### src/rtl/fetch_sequencer_pkg.sv
// Shared front-end definitions: decode modes, run states and defaults.
package Definitions;

    typedef enum logic [1:0] {
        MODE_REG = 2'b00,
        MODE_TGT = 2'b01,
        MODE_IMM = 2'b10,
        MODE_NOP = 2'b11
    } mode_t;

    typedef enum logic [1:0] {
        IDLE,
        RUN,
        HALT
    } run_t;

    localparam int PC_W_DEF = 10;

endpackage

### src/rtl/fetch_sequencer_sat_counter.sv
// Saturating up-counter with synchronous clear and count enable.
module sat_counter #(
    parameter int WIDTH = 16
) (
    input  logic             Clk,
    input  logic             i_clr,
    input  logic             i_en,
    output logic [WIDTH-1:0] o_count
);

    logic [WIDTH-1:0] r_count;

    always_ff @(posedge Clk) begin
        if (i_clr) begin
            r_count <= '0;
        end else if (i_en && (r_count != '1)) begin
            r_count <= r_count + WIDTH'(1);
        end
    end

    assign o_count = r_count;

endmodule

### src/rtl/fetch_sequencer.sv
// Clocked front end: PC, decode-mode and previous-instruction registers
// plus the IDLE/RUN/HALT run FSM with the Start/Done handshake.
module fetch_sequencer
    import Definitions::*;
#(
    parameter int PC_W       = PC_W_DEF,
    parameter int START_ADDR = 0,
    parameter int CYC_W      = 16
) (
    input  logic             Clk,
    input  logic             Reset,
    input  logic             Start,
    input  logic             BranchEn,
    input  logic [8:0]       BranchTarget,
    input  logic [1:0]       NextState,
    input  logic [8:0]       PrevInstructionOut,
    input  logic             Ack,
    output logic [PC_W-1:0]  ProgCtr,
    output logic [1:0]       CurrState,
    output logic [8:0]       PrevInstruction,
    output logic             Running,
    output logic             Done,
    output logic [CYC_W-1:0] CycleCount
);

    localparam logic [PC_W-1:0] START_PC = PC_W'(START_ADDR);

    run_t            r_state;
    logic [PC_W-1:0] r_pc;
    mode_t           r_mode;
    logic [8:0]      r_prev;

    logic [PC_W-1:0] w_tgt;
    logic            w_cnt_clr;
    logic            w_cnt_en;

    // Zero-extends or truncates the 9-bit target to the PC width.
    assign w_tgt = PC_W'(BranchTarget);

    always_ff @(posedge Clk) begin
        if (Reset) begin
            r_state <= IDLE;
            r_pc    <= START_PC;
            r_mode  <= MODE_REG;
            r_prev  <= '0;
        end else begin
            unique case (r_state)
                IDLE: begin
                    r_pc   <= START_PC;
                    r_mode <= MODE_REG;
                    r_prev <= '0;
                    if (!Start) begin
                        r_state <= RUN;
                    end
                end
                RUN: begin
                    if (Start) begin
                        r_state <= IDLE;
                        r_pc    <= START_PC;
                        r_mode  <= MODE_REG;
                        r_prev  <= '0;
                    end else if (Ack) begin
                        r_state <= HALT;
                    end else begin
                        r_pc   <= BranchEn ? w_tgt
                                           : r_pc + PC_W'(1);
                        r_mode <= mode_t'(NextState);
                        r_prev <= PrevInstructionOut;
                    end
                end
                HALT: begin
                    if (Start) begin
                        r_state <= IDLE;
                        r_pc    <= START_PC;
                        r_mode  <= MODE_REG;
                        r_prev  <= '0;
                    end
                end
                default: begin
                    r_state <= IDLE;
                end
            endcase
        end
    end

    // Any Start request leads to IDLE, so the count clears with it.
    assign w_cnt_clr = Reset || (r_state == IDLE) || Start;
    assign w_cnt_en  = (r_state == RUN);

    sat_counter #(
        .WIDTH(CYC_W)
    ) u_cyc (
        .Clk    (Clk),
        .i_clr  (w_cnt_clr),
        .i_en   (w_cnt_en),
        .o_count(CycleCount)
    );

    assign ProgCtr         = r_pc;
    assign CurrState       = r_mode;
    assign PrevInstruction = r_prev;
    assign Running         = (r_state == RUN);
    assign Done            = (r_state == HALT);

endmodule

### config.mk
export PLATFORM = sky130hd
export DESIGN_NAME = fetch_sequencer
export DESIGN_NICKNAME = d
export VERILOG_FILES = /design/src/rtl/fetch_sequencer_pkg.sv /design/src/rtl/fetch_sequencer_sat_counter.sv /design/src/rtl/fetch_sequencer.sv
export SDC_FILE = /design/constraint.sdc
export NUM_CORES = 1
export LEC_CHECK = 0
export CAP_MARGIN = 20
export CORE_ASPECT_RATIO = 0.9
export CORE_UTILIZATION = 40
export DETAILED_ROUTE_END_ITERATION = 8
export GPL_TIMING_DRIVEN = 0
export PLACE_DENSITY = 0.76
export SLEW_MARGIN = 20
export SYNTH_ARGS = -nofsm -noshare
export SYNTH_HDL_FRONTEND = slang
export SYNTH_SLANG_ARGS = --single-unit
### constraint.sdc
create_clock -name Clk -period 1.5 [get_ports Clk]
set_clock_uncertainty 0.05 [all_clocks]
set_input_delay 0.225 -clock Clk [delete_from_list [all_inputs] [get_ports Clk]]
set_output_delay 0.225 -clock Clk [all_outputs]
set_load 0.05 [all_outputs]
==> metrics.yaml, run 1 <==
global_route:
  gr-usage-met1: 0.282
  grt_pass1_wl_mm: 8.11
  met3_usage: 0.0620
  grt_max_degree: 12
  overflow: 0
  grt-busiest-layer: "met2"
  grt_usage: 0.215
  grt_util_met2: 0.341
  antenna_found_initial: 0
  grt_pass1_vias: 1731
logic_synthesis:
  synth_cell_types: 42
  yosys_warnings: 0
  synth_edf_count: 0
  synth_commonest_cells: "39 x dfxtp_1, 37 x nor2_1, 17 x a22oi_1"
  ys_top_cells_by_area: "dfxtp_1 42%, nor2_1 7.4%, a22oi_1 6.8%"
  yosysTopAreaCellShare: 0.417
  synthesis.nets: 245
  synth_most_common_cell: "dfxtp_1"
  ys_seq_area_frac: 0.417
  synth_area_um2: 1870
  async_reset_ff_frac: 0
  synth_top_area_cell: "dfxtp_1"
  yosys_register_bits: 39
  yosys_most_used_dff: "dfxtp_1"
  synth.avg_cell_area_um2: 8.59
  syn_inst: 218
finish:
  final_layout_size_suffix_gt1_frac: 0.314
  nets: 322
  antenna_cells: 0
  area_growth_pct: 54.0
  finalInstanceArea_um2: 2890
power_and_ir_drop:
  vdd_drop_max_mv: 0.507
  total_power_mw: 1.94
  p_int_mw: 1.45
  switchingPower_mw: 0.492
  netSwitchingFraction: 0.253
  leakage_nw: 1.05
  clkPwrFrac: 0.358
  power_frac_comb: 0.111
  seqPwrFrac: 0.532
  power_density_nw_per_um2: 673
sta:
  timing.final.max_slew_violations: 0
  worst_slack_ns: -0.0259
  hold_slack_ns: 0.219
  setup_violations: 2
  rsz0062_at_grt: "true"
  fin_setup_tns_ns: -0.0412
  finalCritPeriodShare: 1.02
  tightestPinTransition_ns: 0.499
  max_freq_mhz: 655
  hold_viol: 0
  min_period_ns: 1.53
  slew_headroom: 0.669
worst_setup_path:
  startpoint: "u_cyc.o_count[0]$_SDFFE_PP0P_"
  cp-start-kind: "register"
  end_kind: "register"
  critPathKind: "register to register"
  path_max_fanout: 5
  worstPathArrival_ns: 1.66
  required_ns: 1.63
  r2r_start: "u_cyc.o_count[0]$_SDFFE_PP0P_"
detailed_routing:
  vias_per_cell: 5.36
  drt-total-wl_mm: 5.19
  dr_total_vias: 1919
  first_pass_iters: 4
  ant_nets: 0
  dr.first_iter.drc_count: 130
  drc_errors: 0
  detail_route.wl_per_cell_um: 14.5
die:
  rows: 23
  core_area_um2: 4460
  dieArea_um2: 4960
  initial_core_util: 0.420
  io_pins: 64
  die_h_um: 66.9
  die_w_um: 74.1
clocking:
  cts_tree: "built"
  cts_max_level: 2
  cts_max_path_buffers: 2
  clkLatencyLatePin_ns: 0.30
  clock-sinks: 39
  cts_root_buffer: "clkbuf_8"
  path_clk_slew_ns: 0.08
  cts_inserted_buffers: 5
hold_path:
  hp-class: "input port to register"
  hold_start: "Reset"
placed_design:
  gp_congestion: 0.892
  placed_cell_area_um2: 2650
  post-place-ws_ns: -0.511
  io_buffers: 62
  dp_hpwl_mm: 3.47
flow_run:
  cap_viol_max_count: 0
status:
  status: "finished with violations"
  violations: "setup timing"
through the flow:
stage                util  std cells
floorplan               -        218
global placement    0.595        342
detailed placement  0.595        342
CTS                 0.624        357
global route        0.647        358
finish              0.647        358
final cells by class:
type / count / area (µm²)
fillers: 385 / 1580
multi-input cells: 165 / 1180
plain buffers: 8 / 47.5
well taps: 62 / 77.6
inverters: 5 / 23.8
clock inverters: 1 / 5.00
clock buffers: 7 / 76.3
flip-flops and latches: 39 / 835
repair buffers: 71 / 638
cell families (layout without fill, tap and decap cells):
logic type | count (synthesis) | in the layout | synth area share
xor+xnor | 9 | 9 | 0.0421
mux | 3 | 3 | 0.0160
compound gates | 51 | 51 | 0.186
buf+inv | 14 | 92 | 0.0361
simple gates | 100 | 100 | 0.289
fa+ha+maj | 2 | 2 | 0.0134
flops | 39 | 39 | 0.417
layout by cell type (no fill, tap or decap), types with 8 or more instances in the layout:
cell             count
dlygate4sd2_1       16
nand3_1              9
a22oi_1             16
nor2_1              35
dfxtp_1             16
o21ai_0              9
clkbuf_2            11
clkdlybuf4s15_1     12
buf_4                8
dfxtp_4             10
nand2_1             14
dfxtp_2             13
clkdlybuf4s50_1     21
path summary, 6_finish.rpt:
path                               endpoint  slack, ns  cells past startpoint
max          u_cyc.o_count[14]$_SDFFE_PP0P_      -0.03                      6
min                 ProgCtr[0]$_SDFFE_PP0P_       0.22                      2
max reg2reg  u_cyc.o_count[14]$_SDFFE_PP0P_      -0.03                      6
min reg2reg         r_state[0]$_SDFFE_PP0P_       0.42                      1
power by group through the flow:
stage          clock network (mW)  logic, mW  registers, mW
2_1_floorplan                   0     0.0795           1.07
3_3_place_gp                    0      0.194           1.06
3_5_place_dp                    0      0.196           1.06
4_1_cts                     0.713      0.203           1.03
5_1_grt                     0.761      0.233           1.03
6_report                    0.695      0.215           1.03
critical path, stage by stage (launching register included):
cell and delay, ns:
dfxtp_4 0.37, ha_4 0.12, and4_4 0.25, buf_4 0.14, nand3_1 0.15, nor4b_2 0.28
nor3_1 0.07
sequential cells by signal, summed over array words and instances (netlist names):
| name | count |
|---|---|
| PrevInstruction | 9 |
| u_cyc.o_count | 16 |
| CurrState | 2 |
| ProgCtr | 10 |
| r_state | 2 |
metal layers:
| layer | share of wire | vias up |
|---|---|---|
| li1 | - | 955 |
| met1 | 0.44 | 909 |
| met2 | 0.50 | 49 |
| met3 | 0.050 | 6 |
| met4 | 0.010 | 0 |
| met5 | 0 | - |
what timing repair did:
action,4_1_cts,5_1_grt
setup endpoints to repair,71,55
pin swaps,7,8
resized for setup,74,54
buffers inserted,8,1
hold buffers,0,0
(Power assumes the default switching activity.)
==> run 2: changes to the inputs <==
CTS_CLUSTER_DIAMETER = 50   (was not set)
==> results of run 2 <==
Final layout, timing and power as in run 1 (identical DEF).
==> edit 1 (settings of run 1) <==
Change the package constant `PC_W_DEF` from 10 to 20.
--- a/src/rtl/fetch_sequencer_pkg.sv
+++ b/src/rtl/fetch_sequencer_pkg.sv
@@ -16,3 +16,3 @@
 
-    localparam int PC_W_DEF = 10;
+    localparam int PC_W_DEF = 20;
 
Interface: changed (resized ProgCtr); port bits go from 64 to 74. The function was not compared with the original's and may differ.
==> edit 1 against run 1 <==
- the run ends with DRC, setup timing left
- cell count up 35%
- synthesized cell count up 31%
- routed wire length up 62%
- area after synthesis up 30%
- power up 27%
- sequential cell count up 10
- first-iteration DRC count up 48%
- global-route usage up 3.2 points
- combinational power up 26%
- non-clock buffer count up 53
- worst setup slack worse by 0.22 ns
- largest power group unchanged
- design area up 46%
==> edit 1: results (changes against run 1) <==
[status]
status = complete, but fails checks
failed_checks = DRC, setup timing

[pwr]
max-vdd-ir-drop_mv = 0.389  ; -23%
p_sw_share_pct = 24.3  ; -0.95 points
p_leak_nw = 1.60  ; +51%

[clocking]
cts_max_level = 2  ; unchanged
cts_buffer_depth = 2  ; unchanged
clk_pin_slew_ns = 0.09
cts_inserted_buffers = 5  ; unchanged
insertion_delay_ns = 0.30  ; about the same
cts_root_buffer = clkbuf_8

[placed_design]
gp_congestion = 0.815  ; -8.7%
io_buffers = 71  ; +15%
place.detailed.hpwl_microns = 4900  ; +41%

[synthesis]
ys_types = 50  ; +19%
synthTopCellsByArea = dfxtp_1 (40%), a21oi_1 (5.6%), or4_1 (4.0%)
async_flop_share_pct = 0  ; unchanged
synth-compound-area-share_pct = 24.6  ; +6.0 points
synth_xor_area_share_pct = 0  ; -4.2 points
synthMuxAreaShare_pct = 0.825  ; -0.78 points
seq_area_frac_synth_pct = 40.4  ; -1.3 points
synthTopCellsByCount = dfxtp_1 (49), a21oi_1 (27), nor2_1 (18), nand2_1 (16), o21ai_0 (15)
synth_fa_ha_area_share_pct = 1.03  ; -0.31 points
synth_flop_cell = dfxtp_1
yosysWarnings = 0  ; unchanged
syn_nets = 313  ; +28%

[critical_path]
critPathArrivalTime_ns = 1.94  ; +0.28 ns
cp_max_fo = 7  ; +2

[route]
drt_pass1_iterations = 7  ; +3
wl_met2_microns = 4080  ; +59%
wl_met1_microns = 3550  ; +54%
drc = 4  ; +4
top_layer_used = met4
wirelength_microns = 8400  ; +62%
wl_met3_microns = 606  ; +140%
via_count = 2960  ; +54%
initialDrtViolationCount = 193  ; +48%

[grt]
grt_pass1_wl_microns = 12900  ; +59%
grt_max_degree = 15  ; +3
grt_usage_pct = 24.7  ; +3.2 points
grt_overflow = 0  ; unchanged
grt_pass1_vias = 2678  ; +55%
antenna_found_initial = 0  ; unchanged

[timing]
timing.final.ws_setup_ns = -0.247  ; -0.221 ns
setup_viol = 41  ; +39
worst_pin_slew_ns = 0.551  ; +0.0517 ns

[final_layout]
nets = 439  ; +36%
drive_above_1_share_pct = 43.1  ; +12 points
fillers = 420  ; +9.1%
n_antenna_cell = 0  ; unchanged
largest_reg_flops = 20  ; +4

[hold_path]
hp-class = primary input to flip-flop

-- edit 1: cell types whose count changed after synthesis, moves of 9 or more --
cell | run 1 | this run
a22oi_1 | 17 | 3
nand4_1 | 2 | 11
o31ai_1 | 1 | 12
a21oi_1 | 8 | 27
a22o_1 | 1 | 10
nor2_1 | 37 | 18
or4_1 | 1 | 13
dfxtp_1 | 39 | 49
-- edit 1: cell type report --
| type | instances | area share [%] |
|---|---|---|
| Timing Repair Buffer | 120 | 25.9 |
| Multi-Input combinational cell | 216 | 40.2 |
| Clock buffer | 8 | 2.64 |
| Sequential cell | 49 | 25.6 |
| Buffer | 12 | 2.76 |
| Inverter | 8 | 0.770 |
| Tap cell | 70 | 2.07 |
-- edit 1: final timing paths --
| path | from | slack [ns] | endpoint | depth (start not counted) |
|---|---|---|---|---|
| worst max-delay path | ProgCtr[2] | -0.25 | ProgCtr[19] | 4 |
| worst min-delay path | Start | 0.27 | r_state[1] | 3 |
| worst max register to register | ProgCtr[2] | -0.25 | ProgCtr[19] | 4 |
| worst min register to register | u_cyc.o_count[14] | 0.43 | u_cyc.o_count[14] | 1 |
-- edit 1: cell families (layout without fill, tap and decap cells) --
family                   after synthesis  after routing
AO/OA/AOI/OAI                         92             92
adder cells (fa/ha/maj)                2              2
buffers and inverters                 22            148
flip-flops                            49             49
multiplexers                           2              2
AND/OR/NAND/NOR                      119            120
-- edit 1: critical path: stages, from the launching register on --
cell and delay, ns:
dfxtp_4 0.39, nand4_4 0.12, or4_4 0.54, or4_1 0.50, nand3_1 0.09
-- edit 1: layer usage --
metal / GRT usage, % / up-vias
met4: 5.52 / 0
met2: 43.0 / 149
met3: 4.03 / 27
met1: 32.0 / 1410
li1: - / 1374
met5: 0 / -
-- edit 1: power by group through the flow --
stage          Combinational (mW)  Clock [mW]  Sequential, mW
2_1_floorplan              0.0912           0            1.32
3_3_place_gp                0.203           0            1.31
3_5_place_dp                0.207           0            1.31
4_1_cts                     0.239       0.936            1.27
5_1_grt                     0.287       0.993            1.28
6_report                    0.270       0.928            1.27
-- edit 1: through the flow --
| stage | TNS, ns | setup slack (ns) | area, sq um | std cells |
|---|---|---|---|---|
| after floorplan | -4.64 | -0.340 | 2670 | 286 |
| after global placement | -24.14 | -0.765 | 3470 | 427 |
| after detailed placement | -26.41 | -0.776 | 3470 | 427 |
| after CTS | -4.34 | -0.309 | 4000 | 475 |
| after global routing | -6.63 | -0.315 | 4220 | 483 |
| final | -4.52 | -0.247 | 4220 | 483 |
-- edit 1: repair_timing --
| action | 4_1_cts | 5_1_grt |
|---|---|---|
| cloned | 2 | 0 |
| endpoints found under the setup margin | 96 | 72 |
| setup buffers | 39 | 11 |
| hold buffers | 0 | 0 |
| pin swaps | 38 | 38 |
| gates resized for setup | 131 | 82 |
==> edit 2 (config.mk and constraints of run 1) <==
Made on the original files. The 3 values of `run_t` get a one-hot encoding in 3 bits.
--- a/src/rtl/fetch_sequencer_pkg.sv
+++ b/src/rtl/fetch_sequencer_pkg.sv
@@ -10,6 +10,6 @@
 
-    typedef enum logic [1:0] {
-        IDLE,
-        RUN,
-        HALT
+    typedef enum logic [2:0] {
+        IDLE = 3'b001,
+        RUN  = 3'b010,
+        HALT = 3'b100
     } run_t;
Behaviour: no difference found for any inputs over 10 cycles, from zero or initial values and one cycle with Reset high; not proved beyond that.
==> edit 2 against run 1 <==
- the run still ends with setup timing left
- routed wire length grew 47%
- die area grew 14%
- design area grew 24%
- area after synthesis grew 14%
- critical path type unchanged
- worst hold slack gained 0.12 ns
- sequential cell count grew 1
- critical path depth shrank 2
- power grew 16%
- worst setup slack lost 0.31 ns
- non-clock buffer count grew 35
==> edit 2: results (changes against run 1) <==
[status]
status = complete, but fails checks
failed_checks = setup timing

[final_layout]
nets = 394  ; +22%
fillers = 392  ; +1.8%
drive_above_1_share_pct = 37.0  ; +5.5 points

[route]
via_count = 2647  ; +38%
initialDrtViolationCount = 206  ; +58%
wirelength_microns = 7640  ; +47%
drt_pass1_iterations = 5  ; +1

[synthesis]
synth_fa_ha_area_share_pct = 1.17  ; -0.17 points
seq_area_frac_synth_pct = 37.3  ; -4.3 points
synthTopCellsByArea = dfxtp_1 (37%), a21oi_1 (6.8%), nand3_1 (5.4%)
synth_xor_area_share_pct = 0  ; -4.2 points
synthTopCellsByCount = dfxtp_1 (40), a21oi_1 (29), nand3_1 (23), nand2_1 (20)
synth-compound-area-share_pct = 26.0  ; +7.4 points
synthMuxAreaShare_pct = 1.40  ; -0.20 points
syn_nets = 290  ; +18%

[placed_design]
io_buffers = 61  ; -1.6%
place.detailed.hpwl_microns = 4330  ; +25%
place_ws_ns = -1.11  ; -0.603 ns
gp_congestion = 0.829  ; -7.1%

[timing]
setup_viol = 38  ; +36
timing.final.ws_setup_ns = -0.340  ; -0.314 ns

[pwr]
p_leak_nw = 1.32  ; +25%
max-vdd-ir-drop_mv = 0.454  ; -10%

[critical_path]
worstRegToRegCells = 4  ; -2
critPathArrivalTime_ns = 2.02  ; +0.36 ns
max_stage_delay_ns = 0.56  ; +0.19 ns

[hold_path]
whs_path_depth = 3  ; +1

[grt]
grt_usage_pct = 26.8  ; +5.3 points

## edit 2: cell count changes after synthesis, moves of 5 or more
cell / before / now
nand3_1: 10 / 23
clkbuf_1: 3 / 12
nand2_1: 14 / 20
xnor2_1: 6 / 0
nor2_1: 37 / 13
o211ai_1: 3 / 13
a21oi_1: 8 / 29
or4_1: 1 / 6
nor3_1: 12 / 7
a22oi_1: 17 / 4
## edit 2: cell families (layout without fill, tap and decap cells)
kind of cell,count (synthesis),after routing
DFF,40,40
adders and majority gates,2,2
buffers and inverters,25,130
AOI/OAI and AO/OA,85,85
muxes,3,3
and+or+nand+nor,108,108
## edit 2: final cells by class
type                    instances  area [sq um]  share of cell area (%)
plain buffers                  15           110                    3.07
multi-input cells             198          1480                    41.2
repair buffers                 99           897                    25.0
inverters                       8          42.5                    1.19
flip-flops and latches         40           873                    24.3
clock inverters                 2          35.0                   0.976
clock buffers                   6          72.6                    2.02
well taps                      65          81.3                    2.27
## edit 2: worst paths after layout
path         slack (ns)            endpoint          startpoint
max               -0.34          ProgCtr[9]          r_state[2]
min                0.34          r_state[0]               Reset
max reg2reg       -0.34          ProgCtr[9]          r_state[2]
min reg2reg        0.42  PrevInstruction[3]  PrevInstruction[3]
## edit 2: layer usage
layer  up-vias  global-route usage [%]  part of all wire (%)
li1       1221                       -                     -
met3        26                    7.39                   6.4
met4         0                    10.7                   3.0
met1      1277                    33.5                    42
met5         -                       0                     0
met2       123                    43.7                    48
## edit 2: stage by stage
stage | utilization, % | hold WS, ns | area, sq um | instances
2_1_floorplan | - | 0.287 | 2310 | 263
3_3_place_gp | 60.2 | 0.405 | 3000 | 389
3_5_place_dp | 60.2 | 0.410 | 3000 | 389
4_1_cts | 69.8 | 0.308 | 3480 | 424
5_1_grt | 72.0 | 0.400 | 3590 | 433
6_report | 72.0 | 0.335 | 3590 | 433
## edit 2: worst min-delay path: stages
cell and delay [ns]:
clkbuf_1 0.18, nor2_1 0.15, o21ai_0 0.10
## edit 2: power by group through the flow
stage / clock, mW / combinational, mW / sequential, mW
floorplan: 0 / 0.120 / 1.08
global placement: 0 / 0.233 / 1.08
detailed placement: 0 / 0.233 / 1.08
CTS: 0.907 / 0.287 / 1.05
global route: 0.955 / 0.322 / 1.05
finish: 0.908 / 0.304 / 1.05
## edit 2: repair_timing
| action | in CTS | in global routing |
|---|---|---|
| cloned | 1 | 1 |
| resized for setup | 116 | 52 |
| buffers inserted | 28 | 8 |
| setup endpoints to repair | 77 | 65 |
| endpoints found under the hold margin | 0 | 0 |
| pin swaps | 19 | 14 |
